===== config.mk =====
export PLATFORM = sky130hd
export DESIGN_NAME = morse_key_ctrl
export DESIGN_NICKNAME = d
export VERILOG_FILES = /design/src/rtl/morse_pkg.sv /design/src/rtl/morse_key_ctrl_debounce.sv /design/src/rtl/morse_key_ctrl.sv
export SDC_FILE = /design/constraint.sdc
export NUM_CORES = 1
export LEC_CHECK = 0
export BUFFER_PORTS_ARGS = -buffer_cell sky130_fd_sc_hd__clkbuf_2
export CAP_MARGIN = 20
export CORE_AREA = 2 2 63 71
export CTS_BUF_LIST = sky130_fd_sc_hd__clkbuf_16
export DETAILED_ROUTE_END_ITERATION = 12
export DIE_AREA = 0 0 65 73
export PLACE_DENSITY = 0.66
export RECOVER_POWER = 100
export SLEW_MARGIN = 0
export SYNTH_ARGS = -nofsm -noshare
export SYNTH_HDL_FRONTEND = slang
export SYNTH_HIERARCHICAL = 1
export SYNTH_SLANG_ARGS = --single-unit

===== constraint.sdc =====
create_clock -name clk -period 2.3 [get_ports clk]
set_input_delay 0.345 -clock clk [delete_from_list [all_inputs] [get_ports clk]]
set_output_delay 0.345 -clock clk [all_outputs]
set_load 0.02 [all_outputs]

===== src/rtl/morse_pkg.sv =====
// Shared encodings for the Morse key front end: event types, entry modes and
// controller states.
package morse_pkg;

   typedef enum logic [1:0] {
      EV_DOT    = 2'b00,
      EV_DASH   = 2'b01,
      EV_COMMIT = 2'b10
   } ev_type_e;

   typedef enum logic {
      MODE_GAP   = 1'b0,
      MODE_PRESS = 1'b1
   } mode_e;

   typedef enum logic [1:0] {
      ST_IDLE  = 2'b00,
      ST_PRESS = 2'b01,
      ST_GAP   = 2'b10
   } state_e;

endpackage


===== src/rtl/morse_key_ctrl_debounce.sv =====
// Two-flop synchronizer followed by a stability counter; key follows the
// synchronized input only after DEBOUNCE consecutive differing samples.
module morse_debounce #(
   parameter int DEBOUNCE = 4
) (
   input  logic clk,
   input  logic rst,
   input  logic din,
   output logic key
);

   localparam int DB_W = (DEBOUNCE > 1) ? $clog2(DEBOUNCE) : 1;
   localparam logic [DB_W-1:0] DB_LAST = DB_W'(DEBOUNCE - 1);

   logic [1:0]      sync_q, sync_d;
   logic            key_q, key_d;
   logic [DB_W-1:0] cnt_q, cnt_d;

   always_comb begin
      sync_d = {sync_q[0], din};
      key_d  = key_q;
      cnt_d  = '0;
      // Any sample equal to key restarts the run count.
      if (sync_q[1] != key_q) begin
         if (cnt_q == DB_LAST) begin
            key_d = sync_q[1];
         end else begin
            cnt_d = cnt_q + DB_W'(1);
         end
      end
   end

   always_ff @(posedge clk or negedge rst) begin
      if (!rst) begin
         sync_q <= '0;
         key_q  <= 1'b0;
         cnt_q  <= '0;
      end else begin
         sync_q <= sync_d;
         key_q  <= key_d;
         cnt_q  <= cnt_d;
      end
   end

   assign key = key_q;

endmodule


===== src/rtl/morse_key_ctrl.sv =====
// Times debounced key presses and gaps, classifies them into DOT/DASH/COMMIT
// events, tracks entry mode and letter length, and holds one outgoing event.
module morse_key_ctrl
   import morse_pkg::*;
#(
   parameter int DEBOUNCE = 4,
   parameter int DASH_MIN = 1500,
   parameter int LONG_MIN = 4500,
   parameter int REV_MIN  = 12000,
   parameter int GAP_MIN  = 4500,
   parameter int MAX_SYM  = 5,
   parameter int CNT_W    = 16
) (
   input  logic       clk,
   input  logic       rst,
   input  logic       din,
   output logic       ev_valid,
   output logic [1:0] ev_type,
   input  logic       ev_ready,
   output logic       mode,
   output logic [2:0] sym_cnt,
   output logic       err
);

   localparam logic [CNT_W-1:0] DASH_L = CNT_W'(DASH_MIN);
   localparam logic [CNT_W-1:0] LONG_L = CNT_W'(LONG_MIN);
   localparam logic [CNT_W-1:0] REV_L  = CNT_W'(REV_MIN);
   localparam logic [CNT_W-1:0] GAP_L  = CNT_W'(GAP_MIN);
   localparam logic [2:0]       MAX_L  = 3'(MAX_SYM);

   logic             key;
   logic             key_prev_q, key_prev_d;
   logic             rise, fall;
   logic [CNT_W-1:0] dur_q, dur_d;
   state_e           state_q, state_d;
   mode_e            mode_q, mode_d;
   logic [2:0]       sym_q, sym_d;
   logic             err_q, err_d;
   logic             ev_valid_q, ev_valid_d;
   ev_type_e         ev_type_q, ev_type_d;
   logic             req, can_load, gap_commit, commit_issued;
   ev_type_e         req_type;

   morse_debounce #(.DEBOUNCE(DEBOUNCE)) u_debounce (
      .clk (clk),
      .rst (rst),
      .din (din),
      .key (key)
   );

   assign rise = key & ~key_prev_q;
   assign fall = ~key & key_prev_q;

   always_ff @(posedge clk or negedge rst) begin
      if (!rst) begin
         state_q <= ST_IDLE;
      end else begin
         state_q <= state_d;
      end
   end

   always_comb begin
      state_d = state_q;
      case (state_q)
         ST_IDLE:  if (rise) state_d = ST_PRESS;
         ST_GAP: begin
            if (rise)               state_d = ST_PRESS;
            else if (commit_issued) state_d = ST_IDLE;
         end
         ST_PRESS: if (fall) state_d = (sym_d != 3'd0) ? ST_GAP : ST_IDLE;
         default:  state_d = ST_IDLE;
      endcase
   end

   always_comb begin
      key_prev_d = key;
      dur_d      = dur_q;
      if (rise || fall)      dur_d = CNT_W'(1);
      else if (dur_q != '1)  dur_d = dur_q + CNT_W'(1);

      mode_d   = mode_q;
      sym_d    = sym_q;
      err_d    = err_q;
      req      = 1'b0;
      req_type = EV_DOT;
      // A press starting on the same cycle the gap matures takes priority.
      gap_commit = (state_q == ST_GAP) && (mode_q == MODE_GAP) && (dur_q == GAP_L) && !rise;

      if (fall) begin
         if (dur_q < DASH_L) begin
            req = 1'b1;
         end else if (dur_q < LONG_L) begin
            req      = 1'b1;
            req_type = EV_DASH;
         end else if (mode_q == MODE_GAP) begin
            mode_d = MODE_PRESS;
            sym_d  = 3'd0;
         end else if (dur_q < REV_L) begin
            req      = 1'b1;
            req_type = EV_COMMIT;
         end else begin
            mode_d = MODE_GAP;
            sym_d  = 3'd0;
         end
      end else if (gap_commit) begin
         req      = 1'b1;
         req_type = EV_COMMIT;
      end

      if (req && (req_type != EV_COMMIT) && (sym_q >= MAX_L)) begin
         req   = 1'b0;
         err_d = 1'b1;
      end
      if (req && (req_type == EV_COMMIT) && (sym_q == 3'd0)) begin
         req = 1'b0;
      end

      can_load   = !ev_valid_q || ev_ready;
      ev_valid_d = ev_valid_q && !ev_ready;
      ev_type_d  = ev_type_q;
      if (req) begin
         if (can_load) begin
            ev_valid_d = 1'b1;
            ev_type_d  = req_type;
            sym_d      = (req_type == EV_COMMIT) ? 3'd0 : sym_q + 3'd1;
         end else begin
            err_d = 1'b1;
         end
      end
      commit_issued = req && can_load && (req_type == EV_COMMIT);
   end

   always_ff @(posedge clk or negedge rst) begin
      if (!rst) begin
         key_prev_q <= 1'b0;
         dur_q      <= '0;
         mode_q     <= MODE_GAP;
         sym_q      <= 3'd0;
         err_q      <= 1'b0;
         ev_valid_q <= 1'b0;
         ev_type_q  <= EV_DOT;
      end else begin
         key_prev_q <= key_prev_d;
         dur_q      <= dur_d;
         mode_q     <= mode_d;
         sym_q      <= sym_d;
         err_q      <= err_d;
         ev_valid_q <= ev_valid_d;
         ev_type_q  <= ev_type_d;
      end
   end

   always_comb begin
      ev_valid = ev_valid_q;
      ev_type  = ev_type_q;
      mode     = mode_q;
      sym_cnt  = sym_q;
      err      = err_q;
   end

endmodule

==> reports/results.txt, run 1 <==
TritonCTS Buffers: 5
Synthesized area: 0.00181 sq mm
Path class of the lowest-slack min-delay path: in2reg
YS warnings: 6
FF-to-FF End: ev_type[1]
Int Pwr: 0.00134 W
Arrival @ worst endpoint: 2.35 ns
CTS Hold Bufs: 0
Final setup fails: 0
Endpoint required time on the critical path: 2.47 ns
Clock transition at the register clock pins on the worst setup and hold paths after CTS: 0.05 ns
Synth Area per Inst: 9.61 sq um
Portion of total power attributed to the clock network: 28.9%
GRT Residual Overflow: 0
Vertical extent of the die: 73 um
Wire length of the first global-routing pass: 6110 um
Leading cell type by number of instances after synthesis: sky130_fd_sc_hd__dfrtp_1
Quantity of I/O buffers inserted on ports: 11
Maximum number of pins on one net before global-route repair: 33
Part of the power in registers: 39.0%
Layout cells sized above 1: 11.5%
Die footprint: 0.00475 sq mm
Final Max Tran Viols: 33
Leakage power of the design: 0.913 nW
Total negative slack for setup checks: 0 ns
Flop and latch count out of synthesis: 32
Clock tree from TritonCTS: built
Origin of the worst setup path: dur_q[5]
Layout net count: 219
Switching power summed over all nets: 0.000768 W
Violated checks: max-capacitance violations, max-slew violations
Area of the core region: 0.00410 sq mm
Average detailed-routed wire length per instance: 13.0 um
Ant diodes: 0
Most frequently used flop master after synthesis: sky130_fd_sc_hd__dfrtp_1
Yosys cell types: 46
RD Place Congestion: 0.823
Floorplan row count: 25
Length of the first detailed-routing pass in iterations: 4
Reg-to-reg startpoint: dur_q[5]
Worst-case hold path end point: u_debounce/sync_q[0]
Share of async-settable or async-resettable flops after synthesis: 100%
Clock skew: 0.00555 ns
Worst max-slew margin expressed relative to the limit: -14.5%
Start point of the worst min-delay path: din
Synthesis-to-finish area growth: 14.8%
Yosys top cell area share: 44.3%
Post-Synthesis Cells: 188
Critical Setup Path Class: reg2reg
Share of power burned in combinational logic: 32.0%
Synth cell count leaders: sky130_fd_sc_hd__dfrtp_1 (32), sky130_fd_sc_hd__nand2_1 (19), sky130_fd_sc_hd__nor2_1 (18), sky130_fd_sc_hd__inv_1 (14), sky130_fd_sc_hd__o21ai_0 (12)
Worst R2R Path Depth: 8
Vias per Instance: 5.32
Category of the worst setup path capture point: register
Post-detailed-route count of antenna-violating nets: 0
CTS Buffer Depth: 2
Sw Ratio: 36.5%
Final critical-path required period: 2.18 ns
Detailed router's first-iteration violation count: 68
Number of sinks driven by the clock tree: 32
Power Density: 1020 mW/mm^2
Maximum VDD drop: 385 uV
Area leader, netlist: sky130_fd_sc_hd__dfrtp_1
DRC violations left: 0
Portion of the post-synthesis area used by sequential elements: 44.3%
Number of placed I/O pins: 12
Critical-path maximum fanout: 11
Slew at the pin closest to its max-slew limit: 1.72 ns
Slack of the worst reg-to-reg path: 0.12 ns
Final routed wirelength across all metal layers: 3420 um
Initial antenna violation count: 0
Half-perimeter wire length after detailed placement: 2410 um
Number of cells on the worst hold path: 1
Peak clock frequency supported by timing: 0.458 GHz
Cell types occupying the most area after synthesis: sky130_fd_sc_hd__dfrtp_1 (44%), sky130_fd_sc_hd__ha_1 (5.5%), sky130_fd_sc_hd__nand2_1 (3.9%), sky130_fd_sc_hd__nor2_1 (3.7%), sky130_fd_sc_hd__xor2_1 (3.4%)
Horizontal die dimension: 65 um
Number of synthesized flops with an enable pin: 0
Clock tree root buffer cell: sky130_fd_sc_hd__clkbuf_16
Share of the cycle needed by the critical path after routing: 94.8%
Global-route usage over all layers: 16.7%
Outcome: finished with violations
Final hold violation count: 0
Clock latency on the worst-skew pair: 0.28 ns
Type of origin of the critical path: register
Fillers: 387
Number of global-route vias before repair: 1335
Max-capacitance violation count: 1
Net count of the mapped netlist: 200
Power after layout: 0.00211 W
H-tree depth reported by CTS: 2
Starting Density: 44.1%
Total number of vias: 1395
-- critical path, stage by stage, from the launching register on --
cell,delay [ns]
sky130_fd_sc_hd__dfrtp_1,0.55
sky130_fd_sc_hd__a31oi_1,0.10
sky130_fd_sc_hd__o311ai_2,0.34
sky130_fd_sc_hd__o211ai_2,0.23
sky130_fd_sc_hd__mux2i_1,0.19
sky130_fd_sc_hd__o32ai_2,0.26
sky130_fd_sc_hd__buf_4,0.20
sky130_fd_sc_hd__nand2_1,0.08
sky130_fd_sc_hd__o21a_1,0.11
-- state kept, by name (all words and copies together) (netlist names) --
register,cells
dur_q,16
sym_cnt,3
ev_type,2
state_q,2
u_debounce/cnt_q,2
u_debounce/sync_q,2
err,1
ev_valid,1
key_prev_q,1
mode,1
u_debounce/key,1
-- power by group through the flow --
| stage | clock network, W | logic [W] | registers [W] |
|---|---|---|---|
| after CTS | 0.000628 | 0.000710 | 0.000825 |
| after global placement | 0 | 0.000693 | 0.000829 |
| after global routing | 0.000651 | 0.000773 | 0.000849 |
| final | 0.000609 | 0.000675 | 0.000823 |
| after detailed placement | 0 | 0.000706 | 0.000833 |
| after floorplan | 0 | 0.000480 | 0.000860 |
-- worst max-delay path by stage --
stage | endpoint | slack (ns) | cells past startpoint
6_report | ev_type[1] | 0.12 | 8
5_1_grt | ev_type[0] | -0.03 | 8
3_3_place_gp | ev_type[1] | 0.13 | 8
3_5_place_dp | ev_type[1] | 0.08 | 8
4_1_cts | ev_type[1] | 0.05 | 8
2_1_floorplan | ev_type[1] | 0.20 | 8
-- final cells by class --
cell class / count / area [sq um] / share of cell area, %
clock inverters: 3 / 11.3 / 0.543
multi-input cells: 136 / 927 / 44.7
inverters: 14 / 52.6 / 2.53
clock buffers: 5 / 125 / 6.03
flip-flops and latches: 32 / 801 / 38.6
repair buffers: 18 / 88.8 / 4.28
well taps: 54 / 67.6 / 3.26
-- per-stage QoR --
stage | worst slack (ns) | utilization, % | cell area [sq um] | instances | hold slack, ns
final | 0.119 | 50.6 | 2070 | 262 | 0.176
after floorplan | 0.197 | - | 1810 | 188 | 0.0494
after global routing | -0.0315 | 50.6 | 2070 | 262 | 0.175
after CTS | 0.0531 | 50.5 | 2070 | 261 | 0.172
after global placement | 0.134 | 47.1 | 1930 | 253 | 0.332
after detailed placement | 0.0834 | 47.1 | 1930 | 253 | 0.338
-- cells in the final DEF, fill, tap and decap left out, types with 2 or more instances in the layout --
| cell type | Yosys | final |
|---|---|---|
| sky130_fd_sc_hd__mux2_2 | 2 | 2 |
| sky130_fd_sc_hd__clkbuf_1 | 1 | 11 |
| sky130_fd_sc_hd__nand2b_1 | 3 | 3 |
| sky130_fd_sc_hd__nor2b_1 | 5 | 5 |
| sky130_fd_sc_hd__nand2_1 | 19 | 19 |
| sky130_fd_sc_hd__nor2_1 | 18 | 18 |
| sky130_fd_sc_hd__nand3_1 | 4 | 4 |
| sky130_fd_sc_hd__xor2_1 | 7 | 7 |
| sky130_fd_sc_hd__a21oi_1 | 8 | 8 |
| sky130_fd_sc_hd__clkbuf_2 | 0 | 2 |
| sky130_fd_sc_hd__xnor2_1 | 4 | 4 |
| sky130_fd_sc_hd__o22ai_1 | 2 | 2 |
| sky130_fd_sc_hd__clkbuf_16 | 0 | 5 |
| sky130_fd_sc_hd__nand4_1 | 4 | 4 |
| sky130_fd_sc_hd__nor4_1 | 2 | 2 |
| sky130_fd_sc_hd__mux2i_1 | 2 | 2 |
| sky130_fd_sc_hd__dfrtp_1 | 32 | 32 |
| sky130_fd_sc_hd__o21ai_0 | 12 | 12 |
| sky130_fd_sc_hd__buf_4 | 3 | 5 |
| sky130_fd_sc_hd__a211oi_1 | 3 | 2 |
| sky130_fd_sc_hd__inv_1 | 14 | 16 |
| sky130_fd_sc_hd__a31oi_1 | 3 | 3 |
| sky130_fd_sc_hd__nor3_1 | 5 | 6 |
| sky130_fd_sc_hd__ha_1 | 8 | 8 |
| sky130_fd_sc_hd__or3_1 | 4 | 4 |
-- layer usage --
layer / global-route usage (%) / share of wire (%) / vias up
li1: - / - / 696
met1: 20.5 / 46 / 673
met2: 28.2 / 49 / 19
met5: 0 / 0 / -
met4: 7.09 / 1.7 / 0
met3: 3.70 / 3.0 / 7
-- cell families after synthesis --
logic type	share of synthesized area, %
buffers and inverters	5.26
and+or+nand+nor	23.3
DFF	44.3
adders and majority gates	5.54
xor gates and xnor gates	5.33
muxes	2.35
AOI/OAI and AO/OA	13.9
-- timing repair --
action / in CTS / in global routing
endpoints found under the hold margin: 0 / 0
buffers inserted: 0 / 1
gates resized for setup: 0 / 2
endpoints found under the setup margin: 0 / 6
(Power assumes the default switching activity.)
==> run 2, diff against run 1 <==
BUFFER_PORTS_ARGS = -buffer_cell sky130_fd_sc_hd__buf_2   (was -buffer_cell sky130_fd_sc_hd__clkbuf_2)
==> reports/results.txt, run 2 (same netlist as run 1, synthesis figures left out) <==
Horizontal die dimension: 65 um
Post-route insts no fill: 262
Power after layout: 0.00224 W
Library cell contributing the largest single delay on the critical path: sky130_fd_sc_hd__dfrtp_1
Final Max Tran Viols: 33
Final hold violation count: 0
Switching power summed over all nets: 0.000782 W
Share of power burned in combinational logic: 30.6%
Clock latency on the worst-skew pair: 0.28 ns
Total number of vias: 1424
Post-detailed-route count of antenna-violating nets: 0
Layout cells sized above 1: 13.5%
Clock skew: 0.00608 ns
Average detailed-routed wire length per instance: 13.6 um
Detailed router's first-iteration violation count: 55
Number of placed I/O pins: 12
Most frequent cells in the layout: sky130_fd_sc_hd__dfrtp_1 (31), sky130_fd_sc_hd__nand2_1 (19), sky130_fd_sc_hd__nor2_1 (17)
Half-perimeter wire length after detailed placement: 2490 um
CTS Buffer Depth: 2
Count of placed standard cells including taps: 253
Synthesis-to-finish area growth: 17.2%
Arrival @ worst endpoint: 2.31 ns
GRT Residual Overflow: 0
Number of global-route vias before repair: 1369
Number of sinks driven by the clock tree: 32
Critical Setup Path Class: reg2reg
Final setup fails: 0
DRC violations left: 0
Die footprint: 0.00475 sq mm
Cells along the critical path: nand4_4, or3_4, or3_1, nor2b_1, or3b_1, xor2_1, nor2_1
Type of origin of the critical path: register
Ant diodes: 0
Maximum number of pins on one net before global-route repair: 33
Portion of total power attributed to the clock network: 32.7%
Leakage power of the design: 0.952 nW
Critical-path maximum fanout: 8
TritonCTS Buffers: 5
Int Pwr: 0.00146 W
Maximum VDD drop: 384 uV
Power Density: 1060 mW/mm^2
Flip-flop count of the largest register, all copies and words added: 16
Wire length of the first global-routing pass: 6020 um
Min Hold Slack: 0.173 ns
Peak clock frequency supported by timing: 0.461 GHz
Floorplan row count: 25
Starting Density: 44.1%
Category of the worst setup path capture point: register
Worst path bufs/invs: 0
Most common library cell in the layout ignoring fill and taps: sky130_fd_sc_hd__dfrtp_1
Endpoint required time on the critical path: 2.44 ns
Violated checks: max-capacitance violations, max-slew violations
Delay of the slowest critical-path stage: 0.53 ns
Vertical extent of the die: 73 um
Outcome: finished with violations
Worst path top cell family by delay: simple AND/OR/NAND/NOR gates
Max-capacitance violation count: 1
Global-route usage over all layers: 17.1%
Final critical-path required period: 2.17 ns
H-tree depth reported by CTS: 2
Register with the most flip-flops: dur_q
Path class of the lowest-slack min-delay path: in2reg
Vias per Instance: 5.44
Final routed wirelength across all metal layers: 3580 um
Sw Ratio: 34.9%
Area of the core region: 0.00410 sq mm
Quantity of I/O buffers inserted on ports: 11
Length of the first detailed-routing pass in iterations: 4
Core utilization of the finished layout: 51.7%
Initial antenna violation count: 0
Clock tree root buffer cell: sky130_fd_sc_hd__clkbuf_16
Part of the power in registers: 36.7%
Layout net count: 219
Clock transition at the register clock pins on the worst setup and hold paths after CTS: 0.05 ns
Slew at the pin closest to its max-slew limit: 1.71 ns
Worst max-slew margin expressed relative to the limit: -13.7%
Clock tree from TritonCTS: built
Share of the cycle needed by the critical path after routing: 94.3%
RD Place Congestion: 0.862
## run 2: timing repair
item / CTS / global route
gates resized for setup: 0 / 8
buffers inserted: 0 / 1
hold buffers: 0 / 0
endpoints found under the setup margin: 0 / 8
## run 2: per-stage QoR
step | setup WS, ns | area (sq um) | setup TNS [ns]
global placement | 0.135 | 1930 | 0
detailed placement | 0.0798 | 1930 | 0
floorplan | 0.197 | 1810 | 0
finish | 0.131 | 2120 | 0
global route | -0.0740 | 2120 | -0.286
CTS | 0.0649 | 2090 | 0
## run 2: final cells by class
type                       instances  area, sq um
timing repair buffer              18         85.1
sequential                        32          802
clock inverter                     3         37.5
inverter                          14         52.6
multi-input combinational        136          948
fill                             387         1980
tap                               54         67.6
clock buffer                       5          125
## run 2: final timing paths
kind	to	slack [ns]	from	depth (start not counted)
hold / removal	u_debounce/sync_q[0]	0.17	din	1
hold reg to reg	u_debounce/sync_q[1]	0.35	u_debounce/sync_q[0]	0
setup reg to reg	dur_q[10]	0.13	dur_q[6]	7
min in group asynchronous	dur_q[4]	0.51	rst	1
max in group asynchronous	dur_q[5]	0.69	rst	1
setup / recovery	dur_q[10]	0.13	dur_q[6]	7
## run 2: power groups by stage
stage	sequential [W]	combinational (W)	clock (W)
after CTS	0.000820	0.000716	0.000748
after global placement	0.000827	0.000698	0
final	0.000823	0.000685	0.000733
after floorplan	0.000860	0.000480	0
after detailed placement	0.000829	0.000713	0
after global routing	0.000842	0.000788	0.000755
## run 2: routing by layer
metal	vias up	global-route usage (%)	wire length, um
met5	-	0	0
met4	0	8.98	86
met3	8	4.17	121
met2	24	30.5	1850
met1	698	18.6	1520
li1	694	-	-
